**src/rtl/cache_pkg.sv**
```systemverilog
// cache_pkg: shared types and width helpers for the cache refill controller.
//   refill_state_e : refill FSM states (write-back states exist only with WRITEBACK_EN)
//   way_w/offset_w/tag_w : derived field widths
//   line_addr      : packs {tag, index, zero offset} into a line-aligned byte address
package cache_pkg;

    typedef enum logic [2:0] {
        IDLE,
        VICTIM,
`ifdef WRITEBACK_EN
        WB_REQ,
        WB_DATA,
`endif
        FILL_REQ,
        FILL_DATA,
        INSTALL
    } refill_state_e;

    function automatic int way_w(input int assoc);
        return $clog2(assoc);
    endfunction

    function automatic int offset_w(input int words);
        return $clog2(words * 4);
    endfunction

    function automatic int tag_w(input int aw, input int iw, input int words);
        return aw - iw - offset_w(words);
    endfunction

    function automatic logic [63:0] line_addr(input logic [63:0] tag, input logic [63:0] index,
                                              input int iw, input int ow);
        return (tag << (iw + ow)) | (index << ow);
    endfunction

endpackage

```
**src/rtl/refill_beat_ctr.sv**
```systemverilog
// refill_beat_ctr: word-offset counter for line transfer beats.
//   clk, rst : clock, synchronous active-high reset
//   clr      : force count to 0
//   inc      : advance one beat (wraps naturally after the last word)
//   cnt      : current word offset
//   last     : cnt is the final word of the line
module refill_beat_ctr #(
    parameter int W = 2
) (
    input  logic         clk,
    input  logic         rst,
    input  logic         clr,
    input  logic         inc,
    output logic [W-1:0] cnt,
    output logic         last
);

    assign last = &cnt;

    always_ff @(posedge clk)
        if (rst || clr) cnt <= '0;
        else if (inc) cnt <= cnt + 1'b1;

endmodule

```
**src/rtl/cache_refill_ctrl.sv**
```systemverilog
// cache_refill_ctrl: miss-side refill controller feeding the pseudo-LRU replacement unit.
// Build option: WRITEBACK_EN adds dirty-victim writeback; without it the cache is write-through.
// Ports:
//   clk, rst                      clock, synchronous active-high reset
//   miss_valid/ready/index/tag    miss request handshake and address fields
//   hit_valid/ready, hit_way      hit LRU update handshake
//   lru_rp                        victim way from the replacement unit
//   lru_en, select_way            one-cycle LRU update pulse and the way touched
//   vic_valid/dirty/tag           metadata of the victim way at meta_index
//   meta_index                    latched set index driving the arrays
//   mem_req_valid/ready/write/addr  memory request channel
//   mem_beat_valid                one data beat transferred
//   beat_word, data_we            data array word offset and refill write enable
//   tag_we, refill_done           tag install strobe and completion pulse
module cache_refill_ctrl
    import cache_pkg::*;
#(
    parameter  int ASSOCIATIVITY = 4,
    parameter  int INDEX_WIDTH   = 5,
    parameter  int ADDR_WIDTH    = 32,
    parameter  int LINE_WORDS    = 4,
    localparam int WAY_W         = way_w(ASSOCIATIVITY),
    localparam int OFFSET_W      = offset_w(LINE_WORDS),
    localparam int TAG_W         = tag_w(ADDR_WIDTH, INDEX_WIDTH, LINE_WORDS),
    localparam int BEAT_W        = $clog2(LINE_WORDS)
) (
    input  logic                   clk,
    input  logic                   rst,
    input  logic                   miss_valid,
    output logic                   miss_ready,
    input  logic [INDEX_WIDTH-1:0] miss_index,
    input  logic [TAG_W-1:0]       miss_tag,
    input  logic                   hit_valid,
    output logic                   hit_ready,
    input  logic [WAY_W-1:0]       hit_way,
    input  logic [WAY_W-1:0]       lru_rp,
    output logic                   lru_en,
    output logic [WAY_W-1:0]       select_way,
    input  logic                   vic_valid,
    input  logic                   vic_dirty,
    input  logic [TAG_W-1:0]       vic_tag,
    output logic [INDEX_WIDTH-1:0] meta_index,
    output logic                   mem_req_valid,
    input  logic                   mem_req_ready,
    output logic                   mem_req_write,
    output logic [ADDR_WIDTH-1:0]  mem_req_addr,
    input  logic                   mem_beat_valid,
    output logic [BEAT_W-1:0]      beat_word,
    output logic                   data_we,
    output logic                   tag_we,
    output logic                   refill_done
);

    refill_state_e    state;
    logic [TAG_W-1:0] tag_q;
    logic [WAY_W-1:0] way_q;
    logic             hit_rdy_q;
    logic             in_data;
    logic             beat_inc;
    logic             beat_last;
    logic [ADDR_WIDTH-1:0] fill_addr;

    // A pending miss always wins over a same-cycle hit.
    assign hit_ready = hit_rdy_q & ~miss_valid;
    assign data_we   = (state == FILL_DATA) & mem_beat_valid;
    assign beat_inc  = in_data & mem_beat_valid;
    assign fill_addr = ADDR_WIDTH'(line_addr(64'(tag_q), 64'(meta_index), INDEX_WIDTH, OFFSET_W));

`ifdef WRITEBACK_EN
    logic wr_q;
    assign mem_req_write = wr_q;
    assign in_data       = (state == FILL_DATA) || (state == WB_DATA);
`else
    logic unused_wt;
    assign unused_wt     = ^{vic_valid, vic_dirty, vic_tag};
    assign mem_req_write = 1'b0;
    assign in_data       = state == FILL_DATA;
`endif

    refill_beat_ctr #(.W(BEAT_W)) u_beat (
        .clk  (clk),
        .rst  (rst),
        .clr  (state == IDLE),
        .inc  (beat_inc),
        .cnt  (beat_word),
        .last (beat_last)
    );

    always_ff @(posedge clk) begin
        if (rst) begin
            state         <= IDLE;
            miss_ready    <= 1'b1;
            hit_rdy_q     <= 1'b1;
            lru_en        <= 1'b0;
            select_way    <= '0;
            meta_index    <= '0;
            tag_q         <= '0;
            way_q         <= '0;
            mem_req_valid <= 1'b0;
            mem_req_addr  <= '0;
            tag_we        <= 1'b0;
            refill_done   <= 1'b0;
`ifdef WRITEBACK_EN
            wr_q          <= 1'b0;
`endif
        end else begin
            lru_en      <= 1'b0;
            tag_we      <= 1'b0;
            refill_done <= 1'b0;
            case (state)
                IDLE:
                    if (miss_valid && miss_ready) begin
                        state      <= VICTIM;
                        miss_ready <= 1'b0;
                        hit_rdy_q  <= 1'b0;
                        meta_index <= miss_index;
                        tag_q      <= miss_tag;
                    end else if (hit_valid && hit_ready) begin
                        // Drop hit_ready while lru_en is high so pulses never abut.
                        lru_en     <= 1'b1;
                        select_way <= hit_way;
                        hit_rdy_q  <= 1'b0;
                    end else begin
                        hit_rdy_q  <= 1'b1;
                    end
                VICTIM: begin
                    way_q         <= lru_rp;
                    mem_req_valid <= 1'b1;
`ifdef WRITEBACK_EN
                    if (vic_valid && vic_dirty) begin
                        state        <= WB_REQ;
                        wr_q         <= 1'b1;
                        mem_req_addr <= ADDR_WIDTH'(line_addr(64'(vic_tag), 64'(meta_index),
                                                              INDEX_WIDTH, OFFSET_W));
                    end else
`endif
                    begin
                        state        <= FILL_REQ;
                        mem_req_addr <= fill_addr;
                    end
                end
`ifdef WRITEBACK_EN
                WB_REQ:
                    if (mem_req_ready) begin
                        mem_req_valid <= 1'b0;
                        state         <= WB_DATA;
                    end
                WB_DATA:
                    if (beat_inc && beat_last) begin
                        state         <= FILL_REQ;
                        mem_req_valid <= 1'b1;
                        wr_q          <= 1'b0;
                        mem_req_addr  <= fill_addr;
                    end
`endif
                FILL_REQ:
                    if (mem_req_ready) begin
                        mem_req_valid <= 1'b0;
                        state         <= FILL_DATA;
                    end
                FILL_DATA:
                    if (beat_inc && beat_last) begin
                        state       <= INSTALL;
                        tag_we      <= 1'b1;
                        lru_en      <= 1'b1;
                        select_way  <= way_q;
                        refill_done <= 1'b1;
                    end
                INSTALL: begin
                    state      <= IDLE;
                    miss_ready <= 1'b1;
                    hit_rdy_q  <= 1'b1;
                end
                default: state <= IDLE;
            endcase
        end
    end

endmodule

```
**config.mk**
```make
export PLATFORM = sky130hd
export DESIGN_NAME = cache_refill_ctrl
export DESIGN_NICKNAME = d
export VERILOG_FILES = /design/src/rtl/cache_pkg.sv /design/src/rtl/refill_beat_ctr.sv /design/src/rtl/cache_refill_ctrl.sv
export SDC_FILE = /design/constraint.sdc
export NUM_CORES = 1
export LEC_CHECK = 0
export ABC_AREA = 0
export CORE_UTILIZATION = 47
export DETAILED_ROUTE_END_ITERATION = 12
export PLACE_DENSITY = 0.86
export SYNTH_ARGS = -nofsm -noshare
export SYNTH_HDL_FRONTEND = slang
export SYNTH_SLANG_ARGS = --single-unit
```
**constraint.sdc**
```tcl
create_clock -name clk -period 2.75 [get_ports clk]
set_input_delay 0.55 -clock clk [delete_from_list [all_inputs] [get_ports clk]]
set_output_delay 0.55 -clock clk [all_outputs]
set_load 0.01 [all_outputs]
```
==> metrics.md, run 1 <==
| Metric | Value |
|---|---|
| Start point of the worst hold path | `tag_q[8]` |
| Cell accounting for the most synthesized area | `dfxtp_1` |
| Number of warnings printed during yosys synthesis | `0` |
| 1st-iter DRT viols | `between 100 and 150` |
| CP top delay family | `flip-flops` |
| Worst slew margin relative to its limit | `0.432` |
| Fraction of power spent switching nets | `0.256` |
| Cell depth of the worst min-delay path | `2` |
| Cell chain of the critical path | `and4b_1 > clkdlybuf4s50_1` |
| Number of setup violations in the final report | `0` |
| Fmax | `roughly 0.43 GHz` |
| Final total negative setup slack | `0 ns` |
| Result of the run | `finished clean` |
| Total vias in the final route | `roughly 2500` |
| Tightest Pin Transition | `roughly 0.85 ns` |
| CTS buffer count | `9` |
| Final hold violations | `0` |
| Post-cts sizing count | `0` |
| Number of nets with antenna violations after detailed routing | `0` |
| Setup crit end kind | `output pin` |
| Slowest cell on the critical path | `dfxtp_1` |
| Final net count | `460` |
| Clock share of power | `0.376` |
| RSZ-0062 raised after global routing | `no` |
| Shortest period the worst path allows | `around 2.3 ns` |
| CTS Buffer Depth | `2` |
| Critical path data arrival time | `about 1.8 ns` |
| Number of maximum-capacitance constraint violations | `0` |
| Path type of the worst setup path | `reg -> out` |
| DR WL/cell | `between 10 and 15 um` |
| Height of the die | `approximately 80 um` |
| Detailed Place HPWL | `between 4 and 5 mm` |
| Reg-to-reg startpoint | `state[2]` |
| Final Util | `0.662` |
| Starting density of the core | `0.500` |
| Area Growth Syn to Fin | `32.3%` |
| Unique masters post-synth | `38` |
| Pin count of the biggest net entering global routing | `50` |
| Flop-to-flop setup slack | `about 1.1 ns` |
| Required time of the worst setup path | `around 2.2 ns` |
| Number of I/O pins | `112` |
| First-pass GRT wire length | `about 11 mm` |
| Area of the core | `between 0.005 and 0.006 mm^2` |
| Number of setup buffers added after CTS | `0` |
| Switching power total | `0.597 mW` |
| Clock tree from TritonCTS | `done` |
| Register bit total from synthesis | `70` |
| R2r worst-path depth | `4` |
| Worst path buffer plus inverter count | `1` |
| Netlist area before placement | `roughly 0.0028 mm^2` |
| Pwr per Cell Area | `622 mW/mm^2` |
| Number of instances in the synthesized netlist | `331` |
| Sort of element at the start of the critical path | `register` |
| Area of the multi-input gates | `between 0.001 and 0.0015 mm^2` |
| Sink count of the clock tree | `70` |
| Antenna fix cells | `0` |
| Vias in the first global route | `about 2400` |
| Register clock-pin slew on the reported worst setup and hold paths | `approximately 0.08 ns` |
| Mean post-synth cell area | `8.58 um^2` |
| Top-area cell type share of the netlist area | `0.494` |
| Type of the worst min-delay path | `reg -> reg` |
| Count of buffers inserted at the top-level ports | `81` |
| Drt via density | `between 5 and 6` |
| Worst ir drop on vdd | `between 300 and 400 uV` |
| RePlAce Congestion | `approximately 0.73` |
| Number of iterations in the first detailed-routing pass | `4` |
| Reg-to-Reg End | `select_way[0]` |
| Antenna violations before repair | `0` |
| Layout cell share with drive strength beyond 1 | `0.0800` |
| Count of hold-fix buffers inserted at cts | `0` |
| Total global-route track usage | `0.223` |
| Longest individual stage delay on the worst path | `~0.68 ns` |
| Fin Clk Skew | `~0.0094 ns` |
| Cell leakage power | `about 1.3 nW` |
| Maximum level of the CTS H-tree | `3` |
| Number of max-slew violations in the final report | `0` |
| Sequential cell area | `about 0.0014 mm^2` |
| Root buffer cell | `clkbuf_8` |
| Overall routed net length | `around 6.6 mm` |
| Design internal power | `roughly 1.7 mW` |
| Number of DRC violations after detailed routing | `0` |
| Logic gate share of total power | `0.154` |
| Maximum net fanout on the critical path | `12` |
| Fill cell count | `around 500` |
| Overall die area | `approximately 0.0064 mm^2` |
| Clk Latency, worst-skew pair | `approximately 0.33 ns` |
| Sequential area share after synthesis | `0.494` |
| Largest cells by area after synthesis | `dfxtp_1 (49%), a21oi_1 (11%), nand2_1 (8.5%)` |
| Width of the die | `79.7 um` |
| Destination of the worst hold path | `mem_req_addr[17]` |
| FP Rows | `27` |
| GRT overflow | `0` |
| Share of the clock period used by the worst path after layout | `0.843` |
| Share of power burned in registers | `0.470` |
[final cells by class]
cell class                      count  share of cell area
Clock buffer                        9              0.0330
Clock inverter                      6              0.0233
Inverter                            1            0.000999
Multi-Input combinational cell    224               0.313
Sequential cell                    70               0.373
Tap cell                           72              0.0240
Timing Repair Buffer               90               0.233
[power by group through the flow]
stage / registers (mW) / logic, mW / clock network, mW
2_1_floorplan: 1.12 / 0.236 / 0
3_5_place_dp: 1.12 / 0.359 / 0
5_1_grt: 1.10 / 0.395 / 0.936
6_report: 1.10 / 0.360 / 0.878
3_3_place_gp: 1.12 / 0.349 / 0
4_1_cts: 1.10 / 0.361 / 0.894
[registers in the layout (all words and copies together) (netlist names)]
| signal | count |
|---|---|
| meta_index | 5 |
| way_q | 2 |
| refill_done | 1 |
| mem_req_valid | 1 |
| hit_rdy_q | 1 |
| state | 3 |
| miss_ready | 1 |
| select_way | 2 |
| mem_req_addr | 28 |
| lru_en | 1 |
| tag_q | 23 |
| u_beat.cnt | 2 |
[through the flow]
stage / instances / cell area, um^2 / worst slack (ns) / total power, mW / hold slack (ns)
final: 472 / 3760 / 0.432 / 2.33 / 0.446
after global placement: 457 / 3540 / 0.459 / 1.47 / 0.433
after floorplan: 335 / 2850 / 1.29 / 1.36 / 0.428
after CTS: 472 / 3760 / 0.426 / 2.35 / 0.451
after detailed placement: 457 / 3540 / 0.435 / 1.48 / 0.441
after global routing: 472 / 3760 / 0.374 / 2.43 / 0.469
[per-layer routing]
metal  vias up  GRT usage  wire, um
li1       1249          -         -
met1      1147      0.267      2760
met2        78      0.390      3490
met3         7     0.0377       293
met4         0      0.100        74
met5         -          0         0
[worst max-delay path by stage]
stage,from,end,cells past startpoint,slack (ns)
floorplan,rst,mem_req_addr[10],4,1.29
global placement,mem_beat_valid,data_we,3,0.46
detailed placement,miss_valid,hit_ready,3,0.44
CTS,state[2],data_we,2,0.43
global route,state[2],data_we,2,0.37
finish,state[2],data_we,2,0.43
[cell usage after synthesis (all sizes together)]
cell type  instances
dfxtp             70
nand2             64
a21oi             61
nand3             28
o21ai             28
buf               27
clkbuf            13
nor2               7
nor3               4
mux2i              3
nand3b             3
a211oi             2
a221oi             2
xnor2              2
a2111oi            1
a221o              1
a22o               1
and3               1
and3b              1
and4b              1
conb               1
ha                 1
inv                1
nand4bb            1
nor2b              1
nor3b              1
nor4bb             1
o21a               1
o21bai             1
o2bb2ai            1
or3b               1
[tightest hold or removal path: stages (launching register included)]
cell and delay (ns):
dfxtp_1 0.31, nand2_1 0.05, a21oi_1 0.05
[cells by family after synthesis]
logic type	synth area share
other	0.00132
buffers and inverters	0.0996
AOI/OAI and AO/OA	0.186
adders and majority gates	0.00441
and+or+nand+nor	0.198
muxes	0.0106
xor gates and xnor gates	0.00617
DFF	0.494
[layout by cell type (no fill, tap or decap), types with 2 or more instances in the layout]
cell and instances:
buf_4 9, clkbuf_8 9, clkinv_4 2, bufinv_16 2, nand3_1 26, a211oi_1 2, nor3_1 3, o21ai_1 2
dfxtp_1 70, clkinv_2 2, a221oi_1 2, nand3_2 2, xnor2_1 2, nand2_1 64, conb_1 5, a21oi_1 61
nand3b_1 3, o21ai_0 26, clkdlybuf4s50_1 80, nor2_1 7, mux2i_1 3
Note: power is estimated with default switching activity, not from simulation.
==> run 2: changes to the inputs <==
--- a/config.mk
+++ b/config.mk
@@ -6,9 +6,9 @@
 export NUM_CORES = 1
 export LEC_CHECK = 0
 export ABC_AREA = 0
-export CORE_UTILIZATION = 47
+export CORE_UTILIZATION = 43
 export DETAILED_ROUTE_END_ITERATION = 12
-export PLACE_DENSITY = 0.86
+export PLACE_DENSITY = 0.79
 export SYNTH_ARGS = -nofsm -noshare
 export SYNTH_HDL_FRONTEND = slang
 export SYNTH_SLANG_ARGS = --single-unit
==> constraint.sdc (replaced) <==
create_clock -name clk -period 2.4 [get_ports clk]
set_input_delay 0.48 -clock clk [delete_from_list [all_inputs] [get_ports clk]]
set_output_delay 0.48 -clock clk [all_outputs]
set_load 0.01 [all_outputs]
==> metrics.md, run 2 (synthesis gave the netlist of run 1 again) <==
| Metric | Value |
|---|---|
| Final Util | `0.585 (-0.0770)` |
| Final hold violations | `0 (unchanged)` |
| Start point of the worst hold path | `tag_q[8]` |
| Antenna violations before repair | `0 (unchanged)` |
| Post-route setup slack | `0.160 ns (-0.272 ns)` |
| Flop-to-flop setup slack | `0.72 ns (-0.34 ns)` |
| Vias in the first global route | `2193 (-6.8%)` |
| Post-cts sizing count | `0 (unchanged)` |
| Destination of the worst hold path | `mem_req_addr[17]` |
| Number of setup buffers added after CTS | `0 (unchanged)` |
| Setup WS pre-CTS | `0.206 ns (-0.230 ns)` |
| GRT overflow | `0 (unchanged)` |
| Number of nets with antenna violations after detailed routing | `0 (unchanged)` |
| Clk Latency, worst-skew pair | `0.33 ns (about the same)` |
| 1st-iter DRT viols | `135 (-1.5%)` |
| Slowest cell on the critical path | `dfxtp_1` |
| Fin Clk Skew | `0.00839 ns (-0.000999 ns)` |
| CTS buffer count | `9 (unchanged)` |
| Top register by number of flip-flops | `mem_req_addr` |
| Final total negative setup slack | `0 ns (unchanged)` |
| Fmax | `around 0.45 GHz` |
| Most common cell after layout, fill and taps aside | `clkdlybuf4s50_1` |
| Post-route non-filler standard cell count | `477 (+1.1%)` |
| Placed inst area | `0.00356 mm^2 (+0.39%)` |
| Shortest period the worst path allows | `approximately 2.2 ns` |
| DR WL/cell | `13.5 um (-3.6%)` |
| Setup crit end kind | `output pin` |
| Detailed Place HPWL | `4.17 mm (-4.3%)` |
| Fill cell count | `560 (+10%)` |
| Reg-to-reg startpoint | `state[2]` |
| Count of hold-fix buffers inserted at cts | `0 (unchanged)` |
| Tightest Pin Transition | `0.601 ns (-0.252 ns)` |
| Overall routed net length | `6.45 mm (-2.6%)` |
| Overall die area | `0.00693 mm^2 (+9.1%)` |
| Sink count of the clock tree | `70 (unchanged)` |
| Number of max-slew violations in the final report | `0 (unchanged)` |
| Antenna fix cells | `0 (unchanged)` |
| Maximum level of the CTS H-tree | `3 (unchanged)` |
| Root buffer cell | `clkbuf_8` |
| Cell chain of the critical path | `and4b_1 > clkdlybuf4s50_1` |
| Number of DRC violations after detailed routing | `0 (unchanged)` |
| Cell leakage power | `1.30 nW (-1.7%)` |
| Clock tree from TritonCTS | `done` |
| Count of buffers inserted at the top-level ports | `81 (unchanged)` |
| Sort of element at the start of the critical path | `register` |
| Type of the worst min-delay path | `reg -> reg` |
| RePlAce Congestion | `0.784 (+7.2%)` |
| First-pass GRT wire length | `10.3 mm (-4.8%)` |
| FP Rows | `29 (+7.4%)` |
| Width of the die | `83.3 um (+4.4%)` |
| Number of maximum-capacitance constraint violations | `0 (unchanged)` |
| Cell depth of the worst min-delay path | `2 (unchanged)` |
| Flip-flop count of the largest register, all copies and words added | `28 (unchanged)` |
| Share of the clock period used by the worst path after layout | `0.933` |
| Maximum net fanout on the critical path | `12 (unchanged)` |
| Area of the core | `0.00635 mm^2 (+12%)` |
| Total global-route track usage | `0.187 (-0.0365)` |
| Final net count | `461 (+0.22%)` |
| R2r worst-path depth | `3 (-1)` |
| Most frequent cells in the layout | `clkdlybuf4s50_1 (80), dfxtp_1 (70), nand2_1 (64)` |
| Layout cell share with drive strength beyond 1 | `0.0750 (-0.00500)` |
| Total vias in the final route | `2483 (+0.081%)` |
| Total non-filler cell area in the finished layout | `0.00371 mm^2 (-1.1%)` |
| Starting density of the core | `0.447 (-0.0531)` |
| Placed Instances | `463 (+1.3%)` |
| Number of I/O pins | `112 (unchanged)` |
| Drt via density | `5.21 (-0.97%)` |
| RSZ-0062 raised after global routing | `no` |
| Critical path data arrival time | `1.76 ns (about the same)` |
| Number of iterations in the first detailed-routing pass | `4 (unchanged)` |
| Register clock-pin slew on the reported worst setup and hold paths | `0.07 ns (about the same)` |
| Largest registers | `mem_req_addr: 28 flops, tag_q: 23 flops, meta_index: 5 flops` |
| Worst ir drop on vdd | `360 uV (about the same)` |
| Pwr per Cell Area | `661 mW/mm^2 (+6.4%)` |
| Reg-to-Reg End | `state[1]` |
| Power after layout | `2.46 mW (+5.2%)` |
| Worst slew margin relative to its limit | `0.599 (+0.168)` |
| Area Growth Syn to Fin | `30.8%` |
| Required time of the worst setup path | `1.92 ns (-0.28 ns)` |
| Result of the run | `finished clean` |
| Longest individual stage delay on the worst path | `0.66 ns (-0.02 ns)` |
| Pin count of the biggest net entering global routing | `40 (-20%)` |
| CTS Buffer Depth | `2 (unchanged)` |
| Path type of the worst setup path | `reg -> out` |
| Number of setup violations in the final report | `0 (unchanged)` |
| Height of the die | `83.3 um (+4.4%)` |
| Hold WS | `0.446 ns (-0.000291 ns)` |
## run 2: worst max path at each step
stage                               from               end  slack (ns)  cells past startpoint
after floorplan                      rst  mem_req_addr[10]        1.01                      4
after global placement    mem_beat_valid           data_we        0.19                      3
after detailed placement  mem_beat_valid           data_we        0.21                      3
after CTS                       state[2]           data_we        0.15                      2
after global routing            state[2]           data_we        0.07                      2
final                           state[2]           data_we        0.16                      2
## run 2: layout make-up
| type | count | area, um^2 | area share |
|---|---|---|---|
| clock buffer | 12 | 145 | 0.0391 |
| clock inverter | 2 | 10.0 | 0.00270 |
| inverter | 1 | 3.75 | 0.00101 |
| multi-input combinational | 224 | 1180 | 0.317 |
| sequential | 70 | 1400 | 0.377 |
| tap | 77 | 96.3 | 0.0259 |
| timing repair buffer | 91 | 881 | 0.237 |
## run 2: report_power, final
part / leakage [nW] / switching, mW / total, mW / internal [mW]
sequential: 0.569 / 0.0324 / 1.26 / 1.22
combinational: 0.645 / 0.224 / 0.415 / 0.191
clock: 0.0821 / 0.394 / 0.784 / 0.389
## run 2: critical path, delay by kind of cell (launching register included)
kind | cells | cell delay (ns)
flip-flops | 1 | 0.66
buffers and inverters | 1 | 0.49
AND/OR/NAND/NOR | 1 | 0.29
## run 2: per-layer routing
layer / GRT usage / share of wire / up-vias
met4: 0.0893 / 0.017 / 0
li1: - / - / 1245
met5: 0 / 0 / -
met3: 0.0487 / 0.046 / 8
met1: 0.245 / 0.48 / 1161
met2: 0.287 / 0.46 / 69
